**src/rtl/mips_multicycle_controller_pkg.sv**
```systemverilog
// Shared types and encodings for the multicycle MIPS controller.
// Optional performance counters in the top are enabled by MIPS_MCCTRL_PERF_EN.
package mips_ctrl_pkg;

  typedef enum logic [4:0] {
    S_FETCH   = 5'd0,
    S_DECODE  = 5'd1,
    S_MEMADR  = 5'd2,
    S_MEMRD   = 5'd3,
    S_MEMWB   = 5'd4,
    S_MEMWR   = 5'd5,
    S_RTYPEEX = 5'd6,
    S_RTYPEWB = 5'd7,
    S_BEQ     = 5'd8,
    S_BNE     = 5'd9,
    S_IEX     = 5'd10,
    S_IWB     = 5'd11,
    S_JUMP    = 5'd12,
    S_JAL     = 5'd13,
    S_JR      = 5'd14,
    S_FAULT   = 5'd15
  } state_t;

  localparam logic [5:0] OP_RTYPE = 6'b000000;
  localparam logic [5:0] OP_LW    = 6'b100011;
  localparam logic [5:0] OP_SW    = 6'b101011;
  localparam logic [5:0] OP_BEQ   = 6'b000100;
  localparam logic [5:0] OP_BNE   = 6'b000101;
  localparam logic [5:0] OP_ADDI  = 6'b001000;
  localparam logic [5:0] OP_ANDI  = 6'b001100;
  localparam logic [5:0] OP_ORI   = 6'b001101;
  localparam logic [5:0] OP_SLTI  = 6'b001010;
  localparam logic [5:0] OP_J     = 6'b000010;
  localparam logic [5:0] OP_JAL   = 6'b000011;

  localparam logic [5:0] FN_ADD = 6'b100000;
  localparam logic [5:0] FN_SUB = 6'b100010;
  localparam logic [5:0] FN_AND = 6'b100100;
  localparam logic [5:0] FN_OR  = 6'b100101;
  localparam logic [5:0] FN_SLT = 6'b101010;
  localparam logic [5:0] FN_JR  = 6'b001000;

  localparam logic [2:0] ALU_ADD = 3'b010;
  localparam logic [2:0] ALU_SUB = 3'b110;
  localparam logic [2:0] ALU_AND = 3'b000;
  localparam logic [2:0] ALU_OR  = 3'b001;
  localparam logic [2:0] ALU_SLT = 3'b111;

  typedef enum logic [1:0] {RD_RT = 2'b00, RD_RD = 2'b01, RD_RA = 2'b10} regdst_t;
  typedef enum logic [1:0] {MR_ALUOUT = 2'b00, MR_DATA = 2'b01, MR_PC = 2'b10} memtoreg_t;
  typedef enum logic [1:0] {SB_B = 2'b00, SB_FOUR = 2'b01, SB_IMM = 2'b10, SB_IMMSH = 2'b11} alusrcb_t;
  typedef enum logic [1:0] {PC_ALURES = 2'b00, PC_ALUOUT = 2'b01, PC_JUMP = 2'b10, PC_JR = 2'b11} pcsrc_t;

  // R-type functs that execute through RTYPEEX (jr is dispatched separately)
  function automatic logic funct_valid(input logic [5:0] f);
    return (f == FN_ADD) || (f == FN_SUB) || (f == FN_AND) ||
           (f == FN_OR)  || (f == FN_SLT);
  endfunction

endpackage

```
**src/rtl/mips_multicycle_controller_if.sv**
```systemverilog
// Memory handshake between the controller (master) and the memory (slave).
interface mips_multicycle_controller_if;
  // mem_req is held for the whole access; the access completes on the first
  // cycle mem_ready=1 while mem_req=1. memwrite is qualified by mem_req.
  logic mem_req;
  logic memwrite;
  logic mem_ready;

  modport master (output mem_req, output memwrite, input mem_ready);
  modport slave  (input mem_req, input memwrite, output mem_ready);
endinterface

```
**src/rtl/mips_multicycle_controller_alu_ctl_dec.sv**
```systemverilog
// ALU operation decode from controller state, opcode and funct.
module mips_alu_ctl_dec
  import mips_ctrl_pkg::*;
#(
  parameter int ALUCTRL_W = 3
) (
  input  state_t               state,
  input  logic [5:0]           op,
  input  logic [5:0]           funct,
  output logic [ALUCTRL_W-1:0] alucontrol
);

  logic [2:0] code;

  always_comb begin
    code = ALU_AND;
    case (state)
      S_FETCH, S_DECODE, S_MEMADR: code = ALU_ADD;
      S_BEQ, S_BNE:                code = ALU_SUB;
      S_RTYPEEX: begin
        case (funct)
          FN_ADD:  code = ALU_ADD;
          FN_SUB:  code = ALU_SUB;
          FN_AND:  code = ALU_AND;
          FN_OR:   code = ALU_OR;
          FN_SLT:  code = ALU_SLT;
          default: code = ALU_AND;
        endcase
      end
      S_IEX: begin
        case (op)
          OP_ADDI: code = ALU_ADD;
          OP_ANDI: code = ALU_AND;
          OP_ORI:  code = ALU_OR;
          OP_SLTI: code = ALU_SLT;
          default: code = ALU_AND;
        endcase
      end
      default: code = ALU_AND;
    endcase
  end

  assign alucontrol = ALUCTRL_W'(code);

endmodule

```
**src/rtl/mips_multicycle_controller.sv**
```systemverilog
// Multicycle MIPS control FSM with memory handshake, wait timeout and sticky fault.
// Define MIPS_MCCTRL_PERF_EN to add the cyc_cnt / instr_cnt performance counters.
module mips_multicycle_controller
  import mips_ctrl_pkg::*;
#(
  parameter int ALUCTRL_W = 3,
  parameter int MAX_WAIT  = 15
`ifdef MIPS_MCCTRL_PERF_EN
  ,
  parameter int CNT_W     = 32
`endif
) (
  input  logic                        clk,
  input  logic                        reset,
  input  logic [5:0]                  op,
  input  logic [5:0]                  funct,
  input  logic                        zero,
  mips_multicycle_controller_if.master mem,
  output logic                        iord,
  output logic                        irwrite,
  output logic                        regwrite,
  output logic [1:0]                  regdst,
  output logic [1:0]                  memtoreg,
  output logic                        alusrca,
  output logic [1:0]                  alusrcb,
  output logic                        immext,
  output logic [1:0]                  pcsrc,
  output logic                        pcen,
  output logic [ALUCTRL_W-1:0]        alucontrol,
  output logic                        fault,
  output logic [4:0]                  state_o
`ifdef MIPS_MCCTRL_PERF_EN
  ,
  output logic [CNT_W-1:0]            cyc_cnt,
  output logic [CNT_W-1:0]            instr_cnt
`endif
);

  localparam int WAIT_W = $clog2(MAX_WAIT + 1);

  state_t              state;
  state_t              state_next;
  logic [WAIT_W-1:0]   wait_cnt;
  logic                wait_expired;
  logic                mem_req_d;

  // The MAX_WAIT-th consecutive not-ready cycle traps unless ready arrives on it
  assign wait_expired = (wait_cnt == WAIT_W'(MAX_WAIT - 1));

  always_comb begin
    state_next = state;
    case (state)
      S_FETCH: begin
        if (mem.mem_ready)     state_next = S_DECODE;
        else if (wait_expired) state_next = S_FAULT;
      end
      S_DECODE: begin
        case (op)
          OP_RTYPE:                          state_next = (funct == FN_JR) ? S_JR : S_RTYPEEX;
          OP_LW, OP_SW:                      state_next = S_MEMADR;
          OP_BEQ:                            state_next = S_BEQ;
          OP_BNE:                            state_next = S_BNE;
          OP_ADDI, OP_ANDI, OP_ORI, OP_SLTI: state_next = S_IEX;
          OP_J:                              state_next = S_JUMP;
          OP_JAL:                            state_next = S_JAL;
          default:                           state_next = S_FAULT;
        endcase
      end
      S_MEMADR: state_next = (op == OP_SW) ? S_MEMWR : S_MEMRD;
      S_MEMRD: begin
        if (mem.mem_ready)     state_next = S_MEMWB;
        else if (wait_expired) state_next = S_FAULT;
      end
      S_MEMWR: begin
        if (mem.mem_ready)     state_next = S_FETCH;
        else if (wait_expired) state_next = S_FAULT;
      end
      S_RTYPEEX: state_next = funct_valid(funct) ? S_RTYPEWB : S_FAULT;
      S_IEX:     state_next = S_IWB;
      S_MEMWB, S_RTYPEWB, S_IWB, S_BEQ, S_BNE, S_JUMP, S_JAL, S_JR:
                 state_next = S_FETCH;
      S_FAULT:   state_next = S_FAULT;
      default:   state_next = S_FAULT;
    endcase
  end

  always_comb begin
    mem_req_d    = 1'b0;
    mem.memwrite = 1'b0;
    iord         = 1'b0;
    irwrite      = 1'b0;
    regwrite     = 1'b0;
    regdst       = RD_RT;
    memtoreg     = MR_ALUOUT;
    alusrca      = 1'b0;
    alusrcb      = SB_B;
    immext       = 1'b0;
    pcsrc        = PC_ALURES;
    pcen         = 1'b0;
    case (state)
      S_FETCH: begin
        mem_req_d = 1'b1;
        alusrcb   = SB_FOUR;
        irwrite   = mem.mem_ready;
        pcen      = mem.mem_ready;
      end
      S_DECODE: alusrcb = SB_IMMSH;
      S_MEMADR: begin
        alusrca = 1'b1;
        alusrcb = SB_IMM;
      end
      S_MEMRD: begin
        mem_req_d = 1'b1;
        iord      = 1'b1;
      end
      S_MEMWB: begin
        regwrite = 1'b1;
        memtoreg = MR_DATA;
      end
      S_MEMWR: begin
        mem_req_d    = 1'b1;
        mem.memwrite = 1'b1;
        iord         = 1'b1;
      end
      S_RTYPEEX: alusrca = 1'b1;
      S_RTYPEWB: begin
        regwrite = 1'b1;
        regdst   = RD_RD;
      end
      S_BEQ, S_BNE: begin
        alusrca = 1'b1;
        pcsrc   = PC_ALUOUT;
        pcen    = (state == S_BEQ) ? zero : ~zero;
      end
      S_IEX: begin
        alusrca = 1'b1;
        alusrcb = SB_IMM;
        immext  = (op == OP_ANDI) || (op == OP_ORI);
      end
      S_IWB: regwrite = 1'b1;
      S_JUMP: begin
        pcsrc = PC_JUMP;
        pcen  = 1'b1;
      end
      S_JAL: begin
        pcsrc    = PC_JUMP;
        pcen     = 1'b1;
        regwrite = 1'b1;
        regdst   = RD_RA;
        memtoreg = MR_PC;
      end
      S_JR: begin
        pcsrc = PC_JR;
        pcen  = 1'b1;
      end
      default: ;
    endcase
  end

  // A request in flight when reset arrives is withdrawn immediately
  assign mem.mem_req = mem_req_d & ~reset;
  assign fault       = (state == S_FAULT);
  assign state_o     = state;

  mips_alu_ctl_dec #(.ALUCTRL_W(ALUCTRL_W)) u_alu_ctl_dec (
    .state      (state),
    .op         (op),
    .funct      (funct),
    .alucontrol (alucontrol)
  );

  always_ff @(posedge clk) begin
    if (reset) begin
      state    <= S_FETCH;
      wait_cnt <= '0;
`ifdef MIPS_MCCTRL_PERF_EN
      cyc_cnt   <= '0;
      instr_cnt <= '0;
`endif
    end else begin
      state <= state_next;
      if (state_next != state)
        wait_cnt <= '0;
      else if (mem_req_d && !mem.mem_ready && (wait_cnt != WAIT_W'(MAX_WAIT)))
        wait_cnt <= wait_cnt + WAIT_W'(1);
`ifdef MIPS_MCCTRL_PERF_EN
      if (state != S_FAULT)
        cyc_cnt <= cyc_cnt + CNT_W'(1);
      if ((state != S_FETCH) && (state_next == S_FETCH))
        instr_cnt <= instr_cnt + CNT_W'(1);
`endif
    end
  end

endmodule

```
**src/flat_wrapper.sv**
```systemverilog
// flat-port wrapper written by rule: the top's interface ports become plain ports
module mips_multicycle_controller_flat import mips_ctrl_pkg::*;
#(
  parameter int ALUCTRL_W = 3,
  parameter int MAX_WAIT  = 15

)
  (clk, reset, op, funct, zero, iord, irwrite, regwrite, regdst, memtoreg, alusrca, alusrcb, immext, pcsrc, pcen, alucontrol, fault, state_o, mem_mem_req, mem_memwrite, mem_mem_ready);
  mips_multicycle_controller_if mem_i ();
  input  logic clk;
  input  logic reset;
  input  logic [5:0] op;
  input  logic [5:0] funct;
  input  logic zero;
  output logic iord;
  output logic irwrite;
  output logic regwrite;
  output logic [1:0] regdst;
  output logic [1:0] memtoreg;
  output logic alusrca;
  output logic [1:0] alusrcb;
  output logic immext;
  output logic [1:0] pcsrc;
  output logic pcen;
  output logic [ALUCTRL_W-1:0] alucontrol;
  output logic fault;
  output logic [4:0] state_o;
  output wire logic [$bits(mem_i.mem_req)-1:0] mem_mem_req;
  output wire logic [$bits(mem_i.memwrite)-1:0] mem_memwrite;
  input wire logic [$bits(mem_i.mem_ready)-1:0] mem_mem_ready;
  assign mem_mem_req = mem_i.mem_req;
  assign mem_memwrite = mem_i.memwrite;
  assign mem_i.mem_ready = mem_mem_ready;
  mips_multicycle_controller #(.ALUCTRL_W(ALUCTRL_W), .MAX_WAIT(MAX_WAIT)) u_core (.clk(clk), .reset(reset), .op(op), .funct(funct), .zero(zero), .mem(mem_i), .iord(iord), .irwrite(irwrite), .regwrite(regwrite), .regdst(regdst), .memtoreg(memtoreg), .alusrca(alusrca), .alusrcb(alusrcb), .immext(immext), .pcsrc(pcsrc), .pcen(pcen), .alucontrol(alucontrol), .fault(fault), .state_o(state_o));
endmodule
```
**config.mk**
```make
export PLATFORM = sky130hd
export DESIGN_NAME = mips_multicycle_controller_flat
export DESIGN_NICKNAME = d
export VERILOG_FILES = /design/src/rtl/mips_multicycle_controller_pkg.sv /design/src/rtl/mips_multicycle_controller_if.sv /design/src/rtl/mips_multicycle_controller_alu_ctl_dec.sv /design/src/rtl/mips_multicycle_controller.sv /design/src/flat_wrapper.sv
export SDC_FILE = /design/constraint.sdc
export NUM_CORES = 1
export LEC_CHECK = 0
export BUFFER_PORTS_ARGS = -buffer_cell sky130_fd_sc_hd__clkbuf_2
export CORE_ASPECT_RATIO = 1.2
export CORE_MARGIN = 2
export CORE_UTILIZATION = 34
export CTS_BUF_LIST = sky130_fd_sc_hd__clkbuf_8 sky130_fd_sc_hd__clkbuf_16
export CTS_CLUSTER_SIZE = 28
export DETAILED_ROUTE_END_ITERATION = 8
export GPL_TIMING_DRIVEN = 0
export SLEW_MARGIN = 25
export SYNTH_ARGS = -nofsm -noshare
export SYNTH_HDL_FRONTEND = slang
export SYNTH_SLANG_ARGS = --single-unit
```
**constraint.sdc**
```tcl
create_clock -name clk -period 4.1 [get_ports clk]
set_input_delay 0.205 -clock clk [delete_from_list [all_inputs] [get_ports clk]]
set_output_delay 0.205 -clock clk [all_outputs]
set_load 0.01 [all_outputs]
```
== Yosys cells after proc, flatten, opt, wreduce, memory -nomap -nowiden ==
Cells that the tools add are included.
Word-level totals
  bits in registers: 9
  output and inout bits: 25
  bits of input ports: 16
  logic and storage cells: 88
Cells by class
  mux-type cells: 25
  eq/ne operators: 34
  bitwise logic cells: 3
  add/subtract/negate cells: 1
  reduce and logical (&&, ||, !) cells: 23
Operators by type and width (count)
  == test 6 bit (second input constant): 7
  == test 5 x 4 -> 1 bit (second input constant): 8
  case mux 5 bit (8 select lines): 1
  case mux 5 bit (7 select lines): 1
  == test 6 x 4 -> 1 bit (second input constant): 5
  case mux 3 bit (4 select lines): 2
  == test 5 x 3 -> 1 bit (second input constant): 4
  2-to-1 mux 5 bit: 4
  == test 6 x 2 -> 1 bit (second input constant): 2
  == test 6 x 3 -> 1 bit (second input constant): 2
  case mux 2 bit (3 select lines): 2
  OR reduction 2 bit: 6
  == test 5 x 2 -> 1 bit (second input constant): 2
  case mux 3 bit (3 select lines): 1
  OR reduction 3 bit: 3
  2-to-1 mux 1 bit: 8
  2-to-1 mux 4 bit: 2
  case mux 2 bit (2 select lines): 2
  OR reduction 4 bit: 2
  OR reduction 8 bit: 1
  zero test 6 bit: 1
  == test 5 x 1 -> 1 bit (second input constant): 1
  zero test 5 bit: 1
  logical OR 1 bit: 5
  11 further kinds: 13

== Depth between registers and ports, before layout ==
  word-level depth: 9
  mapped depth: 8
  depth with buffers taken out: 8

== By module ==
From an unflattened synthesis, not the netlist that was laid out.
Second synthesis, totals
  cell total of the unflattened synthesis: 186
  area total of the unflattened synthesis: 1361.3 um^2
Modules (own cells, without submodules)
  mips_multicycle_controller: instances 1, cells each 162, sequential area each 180.2 um^2, area each 1173.6 um^2
  mips_alu_ctl_dec: instances 1, cells each 24, sequential area each 0.0 um^2, area each 187.7 um^2

== Worst setup path after synthesis ==
No wires, ideal clock.
  kind: register to register
  start point: reg u_core.state[2] (netlist: u_core.state_o[2])
  end point: reg u_core.wait_cnt[1]
  library setup time: 0.130 ns
  stages on the path, launching flop included: 8
  arrival: 1.725 ns
  period minus slack after synthesis: 1.855 ns
  slack: 2.245 ns
  path through: dfxtp_1 -> buf_2 -> nor4_2 -> a22oi_2 -> nand2b_1 -> a31oi_2 -> mux2i_1 -> nor3_1
Between the ends
  word-level cells in the longest chain between the ends: 5
  elaborated cells on any way between the ends: 27
  those cells by class: eq/ne: 15; mux: 6; reduce/logical: 6
Ends and longest elaborated chain
  start, declared: RTL line mips_multicycle_controller.sv:41  | state_t state;
  start signal, assigned: RTL line mips_multicycle_controller.sv:181  | state <= state_next;
  == test 5 x 4 -> 1 bit (tied with other cells): RTL line mips_multicycle_controller.sv:52  | case (state)
  OR reduction 8 bit (tied with other cells): RTL line mips_multicycle_controller.sv:52
  case mux 5 bit (8 select lines) or 2-to-1 mux 1 bit (tied branches): RTL line mips_multicycle_controller.sv:52, mips_multicycle_controller.sv:100
  != test 5 bit or logical AND 1 bit (tied branches): RTL line mips_multicycle_controller.sv:182, mips_multicycle_controller.sv:184
  OR reduction 2 bit (no line) or logical AND 1 bit (tied branches)
  end signal, assigned: RTL line mips_multicycle_controller.sv:185  | wait_cnt <= wait_cnt + WAIT_W'(1);
  end, declared: RTL line mips_multicycle_controller.sv:43  | logic [WAIT_W-1:0] wait_cnt;
Parallel ways exist; a longest one is shown, timed or not.
A chain may end at the register's enable or synchronous reset.

== Worst setup path in the final report ==
  start point: reg u_core.state[1] (netlist: u_core.state_o[1])
  end point: out pcen
Between the ends
  word-level cells in the longest chain between the ends: 3
  elaborated cells on any way between the ends: 10
  those cells by class: eq/ne: 5; mux: 2; reduce/logical: 3
Ends and longest elaborated chain
  == test 5 x 4 -> 1 bit (on tied branches): RTL line mips_multicycle_controller.sv:100, mips_multicycle_controller.sv:133
  OR reduction 3 bit (no line) (tied with other cells)
  case mux 1 bit (3 select lines) (*): RTL line mips_multicycle_controller.sv:100  | case (state)
  end, declared: RTL line flat_wrapper.sv:24  | output logic pcen;
Every way passes the cells marked *; elsewhere a longest branch is shown, timed or not.

==> impl_summary.txt <==
----------------------------------------------------
[CTS]
  TritonCTS buffer count ... 3
  Post-CTS setup buffer count ... 0
  Clock slew at the register clock pins of the worst setup and hold paths ... 0.05 ns
  CTS max path bufs ... 2
  Cell chosen for the clock root ... clkbuf_8
  Post-cts hold buffer count ... 0
  CTS H-Tree Depth ... 1
  CTS tree ... built
  # clock sinks ... 9
  Clock latency reported for the late side of the worst-skew pair ... 0.24 ns
  Quantity of gates resized following cts ... 0

[Routing]
  Vias per cell ... 5.40
  Routed wire length ... 3190 µm
  Antenna Nets Post-Route ... 0
  Drc violations ... 0
  Routed wire length per instance ... 12.9 µm
  Total vias in the final route ... 1,335
  First-iteration detailed-routing DRC count ... 56
  Number of search-and-repair iterations in the first detailed-routing pass ... 4

[Logic synthesis]
  Post-synthesis async set-or-reset flop share ... 0%
  Syn nets ... 186
  Flop and latch count out of synthesis ... 9
  Yosys top cell by area ... dfxtp_1
  Share of Yosys cell area claimed by the top area cell type ... 15.7%
  Number of unique standard cell types used by synthesis ... 54
  EDFF count, synth ... 0
  Yosys synthesis warning count ... 0
  Area of the mapped netlist ... 1150 µm²
  Post-synthesis average cell area ... 6.85 µm²
  Cell count after synthesis ... 168
  Synth top area cells ... dfxtp_1 (16%), nor2_1 (8.5%), nor3_1 (3.9%)
  Most instantiated flip-flop cell in the synthesis netlist ... dfxtp_1
  Post-synthesis sequential area ratio ... 15.7%

[Pwr]
  Static leakage power ... 0.613 nW
  Maximum VDD drop ... 247 µV
  Total power divided by cell area ... 225 nW/µm²

[STA]
  Setup tns final ... 0 ns
  Number of slew-limit violations in the final report ... 0
  Max Fclk ... 465 MHz
  Time the worst path needs with I/O delays and setup ... 2.15 ns
  Count of final setup violators ... 0
  Hold Fails Final Rpt ... 0
  Setup ws final ... 1.95 ns
  Clock skew ... 0.00423 ns
  Post-route clock period utilization ... 52.5%
  Unrepaired setup endpoints after global routing ... false
  Worst slack on hold paths ... 0.229 ns

[Hold path]
  Worst min-delay path category ... input pin to flop

[Final layout]
  Fill count ... 365
  Number of standard cells in the final layout excluding fillers ... 247
  # nets final ... 229
  Layout area overhead ... 24.5%
  Number of antenna diodes ... 0
  Fraction of layout instances using a drive strength above 1 ... 27.6%

[Critical path]
  Top fanout value on the critical path ... 10
  Critical Path Start Type ... flop
  Crit path arrival time ... 1.95 ns
  Type of the setup path with the least slack ... flop to output port
  Kind of end point of the critical path ... output port
  Critical path required time ... 3.89 ns

[Run status]
  Outcome ... complete, no violations

[GRT]
  Antenna violations before repair ... 0
  First-pass GRT wire length ... 5020 µm
  Global-route congestion overflow total ... 0
  Number of global-route vias before repair ... 1,182
  Pin count of the biggest net entering global routing ... 11
  GRT Overall Usage ... 16.2%

[Flow run]
  MaxCap Viol Count ... 0

[Place]
  Post-Place Cells ... 243
  HPWL after DPL ... 2560 µm
  RD Place Congestion ... 0.880
  IO Port Bufs ... 38
  Worst Setup Slack post-DPL ... 1.94 ns

[Floorplan]
  Number of top-level pins ... 41
  Number of core rows ... 23
  Core Footprint ... 3280 µm²
  Starting density of the core ... 35.1%
  Vert. Die Dim ... 67.7 µm
  Overall die area ... 3870 µm²
  Chip width ... 57.1 µm

----------------------------------------------------
==> worst paths after layout <==
kind	to	depth (start not counted)	start	slack, ns
min	u_core.state_o[3]$_SDFF_PP0_	2	reset	0.23
max reg2reg	u_core.wait_cnt[2]$_SDFFE_PP0P_	8	u_core.state_o[2]$_SDFF_PP0_	1.95
min reg2reg	u_core.wait_cnt[1]$_SDFFE_PP0P_	2	u_core.wait_cnt[1]$_SDFFE_PP0P_	0.56
max	pcen	7	u_core.state_o[1]$_SDFF_PP0_	1.95
==> flip-flops by register name, summed over array words and instances (netlist names) <==
register,cells
u_core.state_o,5
u_core.wait_cnt,4
==> cells in the mapped netlist (all sizes together) (4+ instances only) <==
library cell  count
nand3             6
nand2            13
buf               8
inv               6
nor2b             5
a21oi             8
nor2             26
nor3              9
xnor2             5
nand2b            4
o21ai             6
nor3b             4
dfxtp             9
a31oi             4
==> where the power goes <==
part	leakage, nW	switching, mW	internal [mW]
registers	0.0741	0.00436	0.0917
clock network	0.0269	0.0360	0.0653
logic	0.512	0.0746	0.0498
==> layer usage <==
layer  GRT usage (%)  routed length (µm)  vias up  part of all wire, %
li1                -                   -      695                    -
met1            19.2                1390      610                   44
met2            29.7                1660       26                   52
met3            1.53                  92        4                  2.9
met4            6.69                  51        0                  1.6
met5               0                   0        -                    0
==> critical path, stage by stage (launching register included) <==
cell and delay [ns]:
dfxtp_1 0.38, buf_6 0.15, clkbuf_1 0.38, nor2_1 0.15, nand2_1 0.16, nor2_1 0.06, or3_1 0.29, clkbuf_2 0.13
==> layout make-up <==
type	count	area [µm²]	area share, %
plain buffers	10	53.8	3.76
clock buffers	3	41.3	2.88
clock inverters	1	3.75	0.262
inverters	6	22.5	1.57
multi-input cells	143	895	62.4
flip-flops and latches	9	180	12.6
well taps	37	46.3	3.23
repair buffers	38	190	13.3
==> logic make-up (layout without fill, tap and decap cells) <==
logic type	Yosys count	count (layout)	share of synthesized area, %
simple gates	90	90	42.5
compound gates	41	41	25.7
buf+inv	16	58	6.63
flops	9	9	15.7
xor+xnor	7	7	5.33
fa+ha+maj	2	2	2.17
mux	2	2	1.74
other cells	1	1	0.326
==> layout by cell type, fill, tap and decap left out, types with 3 or more instances in the layout <==
cell type / count
clkbuf_2: 38
nor2_1: 26
nand2_1: 12
nor3_1: 9
dfxtp_1: 9
a21oi_1: 8
inv_1: 7
buf_2: 7
nand3_1: 6
o21ai_0: 6
nor2b_1: 5
xnor2_1: 5
nand2b_1: 4
nor3b_1: 4
nand4b_1: 3
a31oi_1: 3
o22ai_1: 3
clkbuf_8: 3
==> per-stage QoR <==
stage | instance area, µm² | power, mW | util [%]
2_1_floorplan | 1150 | 0.181 | -
6_report | 1430 | 0.322 | 43.7
3_3_place_gp | 1390 | 0.222 | 42.3
5_1_grt | 1430 | 0.343 | 43.7
4_1_cts | 1430 | 0.325 | 43.7
3_5_place_dp | 1390 | 0.222 | 42.3
Power figures use the tool's default switching activity.
